--- src/rtl/led_blink_scheduler.sv ---
// -----------------------------------------------------------------------------
// led_blink_scheduler
//
// Round-robin scheduler that shares one status LED among NUM_REQ requesters.
// A granted requester receives one fixed blink burst of BLINKS on/off pairs,
// each phase lasting HALF_PERIOD clocks. The burst is followed by a dark gap of
// GAP_CYCLES clocks before the next grant. A requester that drops its request
// mid-burst aborts the burst. Requests are only arbitrated while idle.
//
// Ports
//   clk    in   1        system clock
//   rst    in   1        synchronous reset, active-high
//   req    in   NUM_REQ  level requests, held high for the whole burst
//   grant  out  NUM_REQ  one-hot owner of the LED, zero outside BLINK
//   busy   out  1        high while in BLINK or GAP
//   done   out  1        one-cycle pulse when a burst completes normally
//   led    out  1        LED drive, active-high
//
// All outputs are registered. After reset req[0] has first priority.
// -----------------------------------------------------------------------------
module led_blink_scheduler #(
   parameter int NUM_REQ     = 4,
   parameter int HALF_PERIOD = 20_000_000,
   parameter int BLINKS      = 5,
   parameter int GAP_CYCLES  = 20_000_000
) (
   input  logic               clk,
   input  logic               rst,
   input  logic [NUM_REQ-1:0] req,
   output logic [NUM_REQ-1:0] grant,
   output logic               busy,
   output logic               done,
   output logic               led
);

   // Counter widths; a width of at least one bit keeps degenerate parameter
   // values (e.g. GAP_CYCLES == 1) legal.
   localparam int PW = (HALF_PERIOD > 1) ? $clog2(HALF_PERIOD) : 1;
   localparam int GW = (GAP_CYCLES > 1)  ? $clog2(GAP_CYCLES)  : 1;
   localparam int TW = $clog2(2 * BLINKS + 1);
   localparam int IW = (NUM_REQ > 1) ? $clog2(NUM_REQ) : 1;

   localparam logic [PW-1:0] PH_LAST  = PW'(HALF_PERIOD - 1);
   localparam logic [GW-1:0] GAP_LAST = GW'(GAP_CYCLES - 1);
   localparam logic [TW-1:0] TOG_LAST = TW'(2 * BLINKS - 1);
   localparam logic [IW-1:0] PTR_INIT = IW'(NUM_REQ - 1);

   typedef enum logic [1:0] {
      IDLE  = 2'd0,
      BLINK = 2'd1,
      GAP   = 2'd2
   } state_t;

   // Registered state
   state_t              state;
   logic [PW-1:0]       phase_cnt;
   logic [TW-1:0]       tog_cnt;
   logic [GW-1:0]       gap_cnt;
   logic [IW-1:0]       rr_ptr;

   // Next-state values
   state_t              state_n;
   logic [PW-1:0]       phase_n;
   logic [TW-1:0]       tog_n;
   logic [GW-1:0]       gap_n;
   logic [IW-1:0]       rr_n;
   logic [NUM_REQ-1:0]  grant_n;
   logic                busy_n;
   logic                done_n;
   logic                led_n;

   // Round-robin pick
   logic                pick_found;
   logic [IW-1:0]       pick_idx;
   logic [IW-1:0]       cand;

   // Search upward from rr_ptr+1 (mod NUM_REQ); the last candidate visited is
   // rr_ptr itself, so a lone requester is re-granted after its own burst.
   always_comb begin
      pick_found = 1'b0;
      pick_idx   = '0;
      cand       = '0;
      for (int unsigned i = 1; i <= NUM_REQ; i++) begin
         cand = IW'((32'(rr_ptr) + i) % NUM_REQ);
         if (!pick_found && req[cand]) begin
            pick_found = 1'b1;
            pick_idx   = cand;
         end
      end
   end

   // Next-state and registered-output logic
   always_comb begin
      state_n = state;
      phase_n = phase_cnt;
      tog_n   = tog_cnt;
      gap_n   = gap_cnt;
      rr_n    = rr_ptr;
      grant_n = grant;
      busy_n  = busy;
      done_n  = 1'b0;
      led_n   = led;

      unique case (state)
         IDLE: begin
            led_n   = 1'b0;
            grant_n = '0;
            busy_n  = 1'b0;
            if (pick_found) begin
               grant_n[pick_idx] = 1'b1;
               rr_n    = pick_idx;
               led_n   = 1'b1;
               busy_n  = 1'b1;
               phase_n = '0;
               tog_n   = '0;
               state_n = BLINK;
            end
         end

         BLINK: begin
            busy_n = 1'b1;
            if ((req & grant) == '0) begin
               // Owner released its request: abort, no done pulse. This check
               // comes first so it wins over a coincident final toggle.
               led_n   = 1'b0;
               grant_n = '0;
               phase_n = '0;
               tog_n   = '0;
               gap_n   = '0;
               state_n = GAP;
            end else if (phase_cnt == PH_LAST) begin
               phase_n = '0;
               if (tog_cnt == TOG_LAST) begin
                  // Final phase boundary: LED is already dark after an odd
                  // number of toggles, so it is held low going into GAP.
                  done_n  = 1'b1;
                  led_n   = 1'b0;
                  grant_n = '0;
                  tog_n   = '0;
                  gap_n   = '0;
                  state_n = GAP;
               end else begin
                  led_n = ~led;
                  tog_n = tog_cnt + TW'(1);
               end
            end else begin
               phase_n = phase_cnt + PW'(1);
            end
         end

         GAP: begin
            led_n   = 1'b0;
            grant_n = '0;
            busy_n  = 1'b1;
            if (gap_cnt == GAP_LAST) begin
               gap_n   = '0;
               busy_n  = 1'b0;
               state_n = IDLE;
            end else begin
               gap_n = gap_cnt + GW'(1);
            end
         end

         default: begin
            led_n   = 1'b0;
            grant_n = '0;
            busy_n  = 1'b0;
            phase_n = '0;
            tog_n   = '0;
            gap_n   = '0;
            state_n = IDLE;
         end
      endcase
   end

   // State register
   always_ff @(posedge clk) begin
      if (rst) begin
         state     <= IDLE;
         phase_cnt <= '0;
         tog_cnt   <= '0;
         gap_cnt   <= '0;
         rr_ptr    <= PTR_INIT;
         grant     <= '0;
         busy      <= 1'b0;
         done      <= 1'b0;
         led       <= 1'b0;
      end else begin
         state     <= state_n;
         phase_cnt <= phase_n;
         tog_cnt   <= tog_n;
         gap_cnt   <= gap_n;
         rr_ptr    <= rr_n;
         grant     <= grant_n;
         busy      <= busy_n;
         done      <= done_n;
         led       <= led_n;
      end
   end

endmodule

--- config.mk ---
export PLATFORM = sky130hd
export DESIGN_NAME = led_blink_scheduler
export DESIGN_NICKNAME = d
export VERILOG_FILES = /design/src/rtl/led_blink_scheduler.sv
export SDC_FILE = /design/constraint.sdc
export NUM_CORES = 1
export LEC_CHECK = 0
export ABC_AREA = 1
export CORE_ASPECT_RATIO = 1.25
export CORE_MARGIN = 1.5
export CORE_UTILIZATION = 55
export DETAILED_ROUTE_END_ITERATION = 16
export PLACE_DENSITY = 0.71
export REMOVE_ABC_BUFFERS = 1
export SYNTH_ARGS = -nofsm -noshare
export SYNTH_HDL_FRONTEND = slang
export SYNTH_SLANG_ARGS = --single-unit
--- constraint.sdc ---
create_clock -name clk -period 2.69 [get_ports clk]
set_clock_uncertainty 0.1 [all_clocks]
set_input_delay 0.4035 -clock clk [delete_from_list [all_inputs] [get_ports clk]]
set_output_delay 0.4035 -clock clk [all_outputs]
set_load 0.01 [all_outputs]
# Word level (Yosys, flattened, before mapping)
# Cells that the tools add are included.
# classes
n_mul	0
reduce_logical	16
n_bitwise	6
magnitude_cmp	6
n_div	0
n_addsub	7
shift	0
mux	51
eq_ne	9
# op_table
op	n
$mux W25	7
$pmux W25 S3	2
$add A25 B1 Y25 const B	2
$eq A25 B25 Y1 const B	2
$mux W4	8
$mux W2	9
$lt A2 B3 Y1 const B	5
$mux W1	15
$pmux W4 S3	1
$bmux W1 S2	4
$pmux W4 S2	1
$ne A3 B3 Y1 const B	2
$pmux W2 S3	1
$reduce_and A2 Y1	3
$reduce_and A3 Y1	2
$not A1 Y1	5
$add A2 B1 Y2 const B	2
$add A2 B2 Y2 const B	2
$add A4 B1 Y4 const B	1
$and A4 B4 Y4	1
$eq A4 B4 Y1 const B	1
$logic_and A1 B1 Y1	4
$logic_not A4 Y1	1
$ne A2 B2 Y1 const B	2
10 further kinds	12
# totals
ff_bits	65
mem_count	0
latch_bits	0
in_bits	6
out_inout_bits	7
ram_bits	0
romBits	0

# Logic depth before layout (Yosys ltp)
# logic_depth
word_depth	19
ltp_mapped	14

# Worst setup path before layout
# Ideal clock, no wire load.
# synth_path
path_type	reg-to-reg
start	register phase_cnt[0]
end	register gap_cnt[2]
slack_ns	0.765
t_arrival_ns	1.691
synth_period_minus_slack_ns	1.925
n_path_buf	2
path_stages_with_launch	11
path_cell_list	dfxtp_1 -> ha_1 -> clkbuf_1 -> nand4_2 -> nor2_4 -> nand4_1 -> nand2_2 -> nand2_2 -> buf_6 -> nand2_1 -> a21oi_1
# synth_via
elab_chain_cells	3
# synth_lines
item	line_no	source
start, declared	56	logic [PW-1:0] phase_cnt;
start signal, assigned	190	phase_cnt <= phase_n;
$eq A25 B25 Y1	131	end else if (phase_cnt == PH_LAST) begin
$ne A3 B3 Y1 (no line)	-	
$reduce_and A3 Y1 (no line)	-	
end signal, assigned	192	gap_cnt <= gap_n;
end, declared	58	logic [GW-1:0] gap_cnt;
# No other way between the ends.
# A chain may end at the register's enable or synchronous reset.

# Worst setup path in the final report
# layout_path
start	register phase_cnt[0]
end	register gap_cnt[0]
# Same word-level chain as after synthesis.

==> impl_metrics.tcl <==
set metrics [dict create \
    run_status "finished clean" \
    top_reg_cell_synth "dfxtp_1" \
    rsz_0062_raised_after_global_routing "no" \
    synth_largest_area_cell "dfxtp_1" \
    final_antenna_net_count 0 \
    synthesis.instances 668 \
    clock-root-buffer "clkbuf_8" \
    fin_setup_tns_ns 0 \
    r2r_setup_slack_ns 0.46 \
    dp_hpwl_mm 7.91 \
    post-synth-top-area-fraction 0.299 \
    critPathCapture "gap_cnt[0]" \
    global_route_wire_length_before_repair_mm 17.9 \
    max_freq_mhz 449 \
    worst_pin_slew_ns 0.595 \
    clkSinkCount 65 \
    initial_core_util 0.562 \
    static-leakage-power_nw 1.77 \
    comb_power_share 0.429 \
    coreArea_sq_um 7750 \
    worst_ir_drop_on_vdd_v 0.000676 \
    tritoncts "done" \
    worstSetupStartpoint "phase_cnt[0]" \
    final_min_period_over_clock_period 0.827 \
    sequentialPowerShare 0.341 \
    commonest_cells_after_routing_fill_and_taps_aside "nand2_1 (170), nor2_1 (74), nand3_1 (72)" \
    vias_per_cell 5.61 \
    clockBufferDepth 2 \
    avgRoutedWirePerCell_um 13.7 \
    worstSkewPairLatency_ns 0.35 \
    synthDistinctLibCells 35 \
    most_common_library_cell_in_the_layout_ignoring_fill_and_taps "nand2_1" \
    numPlacedInstances 764 \
    syn-mean-instance-area_sq_um 6.52 \
    finish.cell_count_without_fillers 780 \
    post_synth_main_area_contributors "dfxtp_1 (30%), nand2_1 (15%), nand3_1 (8.3%)" \
    timing.max_slew.rel_slack 0.603 \
    switching_share 0.451 \
    numCtsBuffers 9 \
    p_switching_mw 1.50 \
    detailroute.via_count 4376 \
    synth-seq-area-share 0.299 \
    rr_endpoint "gap_cnt[0]" \
    worst-r2r-cell-count 8 \
    die_y_um 102 \
    synth_edf_count 0 \
    critical_path_class "reg -> reg" \
    die_width_um 82.6 \
    synth_warnings 0 \
    worst_setup_hold_path_clk_slew_ns 0.07 \
    syn-cell-area_sq_um 4350 \
    cts.repair_timing.setup_buffer_count 0 \
    post_cts_resized 0 \
    via_count_of_the_first_global_routing_pass 4045 \
    drcViolationCount 0 \
    pwr-share-clk 0.230 \
    antenna_cells 0 \
    power-per-cell-area_nw_per_um2 706 \
    timing.critical_path.arrival_ns 2.37 \
    pin_count 13 \
    reg2reg_from "phase_cnt[0]" \
    globalRouteTotalUtil 0.271 \
    finalWeightedCongestion 0.922 \
    largest_net_degree_at_the_start_of_global_routing 28 \
    setup_viol 0 \
    report.final.hold_viol_count 0 \
    detail_route.iter0.violations 211 \
    ctsHtreeMaxLevel 3 \
    startpoint_type "register" \
    detail_route.wirelength_mm 10.7 \
    synthesized_flop_and_latch_total 65 \
    worst-path-max-fanout 25 \
    grt_remaining_overflow 0 \
    antenna_found_initial 0 \
    slew_violations 0 \
    syn_to_final_growth_pct 8.34 \
    die-area_sq_um 8460 \
    post_route_cells_drive_above_1_share 0.133 \
    num_rows 36 \
    worst_ep_required_time_ns 2.83 \
    placement.io_buffers 12 \
    drt_first_pass_iters 4 \
    nets 690 \
    cellInternalPower_mw 1.83 \
    hold_buffers 0 \
    max-cap-violations 0 \
    timing.final.crit_period_ns 2.23 \
    ys_async_sr_fraction 0 \
    holdCritPathClass "reg -> reg" \
    worst_setup_path_end_kind "register" \
]
-- registers in the layout, indices dropped and copies added (netlist names) --
register	cells
busy	1
phase_cnt	25
tog_cnt	4
rr_ptr	2
gap_cnt	25
led	1
done	1
state	2
grant	4
-- routing by layer --
metal | routed length, um | part of all wire | global-route usage
met1 | 4520 | 0.42 | 0.306
met2 | 5360 | 0.50 | 0.482
met3 | 401 | 0.037 | 0.0482
met4 | 418 | 0.039 | 0.131
met5 | 0 | 0 | 0
-- layout make-up --
type                    instances  area [sq um]
inverters                      67           256
clock buffers                  11           141
well taps                      95           119
repair buffers                 21           195
multi-input cells             516          2660
flip-flops and latches         65          1300
fillers                       762          3030
clock inverters                 5          40.0
-- worst min path at each step --
stage	start	end	slack, ns	cells past startpoint
5_1_grt	gap_cnt[24]	gap_cnt[24]	0.42	2
2_1_floorplan	gap_cnt[24]	gap_cnt[24]	0.35	2
6_report	gap_cnt[24]	gap_cnt[24]	0.39	2
3_5_place_dp	grant[1]	grant[1]	0.38	2
4_1_cts	grant[1]	grant[1]	0.39	2
3_3_place_gp	gap_cnt[24]	gap_cnt[24]	0.37	2
-- Yosys cell counts, types with 2 or more instances --
cell type / instances
nand2_1: 170
buf_12: 2
or2_2: 5
xnor2_1: 3
ha_1: 4
nor2_1: 74
a31oi_1: 2
nand2_4: 5
and3_1: 3
a21oi_1: 36
buf_6: 3
inv_1: 64
nand3_1: 72
xor2_1: 18
dfxtp_1: 65
buf_2: 2
nor4_1: 3
inv_2: 2
o21ai_0: 8
clkbuf_1: 13
nand2_2: 28
nand4_1: 35
nor3_1: 15
a21oi_2: 20
nand3b_1: 6
-- metrics by stage --
stage               power (mW)  cell area (sq um)  worst slack, ns  hold WS, ns   util
floorplan                 2.11               4220            0.405        0.349      -
detailed placement        2.57               4530            0.267        0.378  0.585
global route              3.55               4720            0.241        0.420  0.609
CTS                       3.35               4720            0.467        0.390  0.609
global placement          2.54               4530            0.334        0.368  0.585
finish                    3.33               4720            0.465        0.386  0.609
-- critical path: stages, from the launching register on --
cell and delay, ns:
dfxtp_1 0.44, ha_1 0.23, nand4_2 0.19, nor2_4 0.21, nand4_1 0.17, nand2_2 0.15, nand2_2 0.31, o21ai_0 0.27
nor2_1 0.05
-- power groups by stage --
stage                     clock network [mW]  registers [mW]  logic [mW]
after floorplan                            0            1.15       0.957
after global placement                     0            1.16        1.38
after detailed placement                   0            1.16        1.42
after CTS                              0.793            1.14        1.42
after global routing                   0.815            1.15        1.58
final                                  0.767            1.14        1.43
-- kinds of logic (layout without fill, tap and decap cells) --
kind of cell / Yosys count / count (layout) / synth area share
AOI/OAI and AO/OA: 69 / 69 / 0.0989
xor gates and xnor gates: 21 / 21 / 0.0423
adders and majority gates: 4 / 4 / 0.0115
buffers and inverters: 87 / 104 / 0.0894
DFF: 65 / 65 / 0.299
and+or+nand+nor: 422 / 422 / 0.459
No activity file was read; power rests on OpenSTA's default activity.
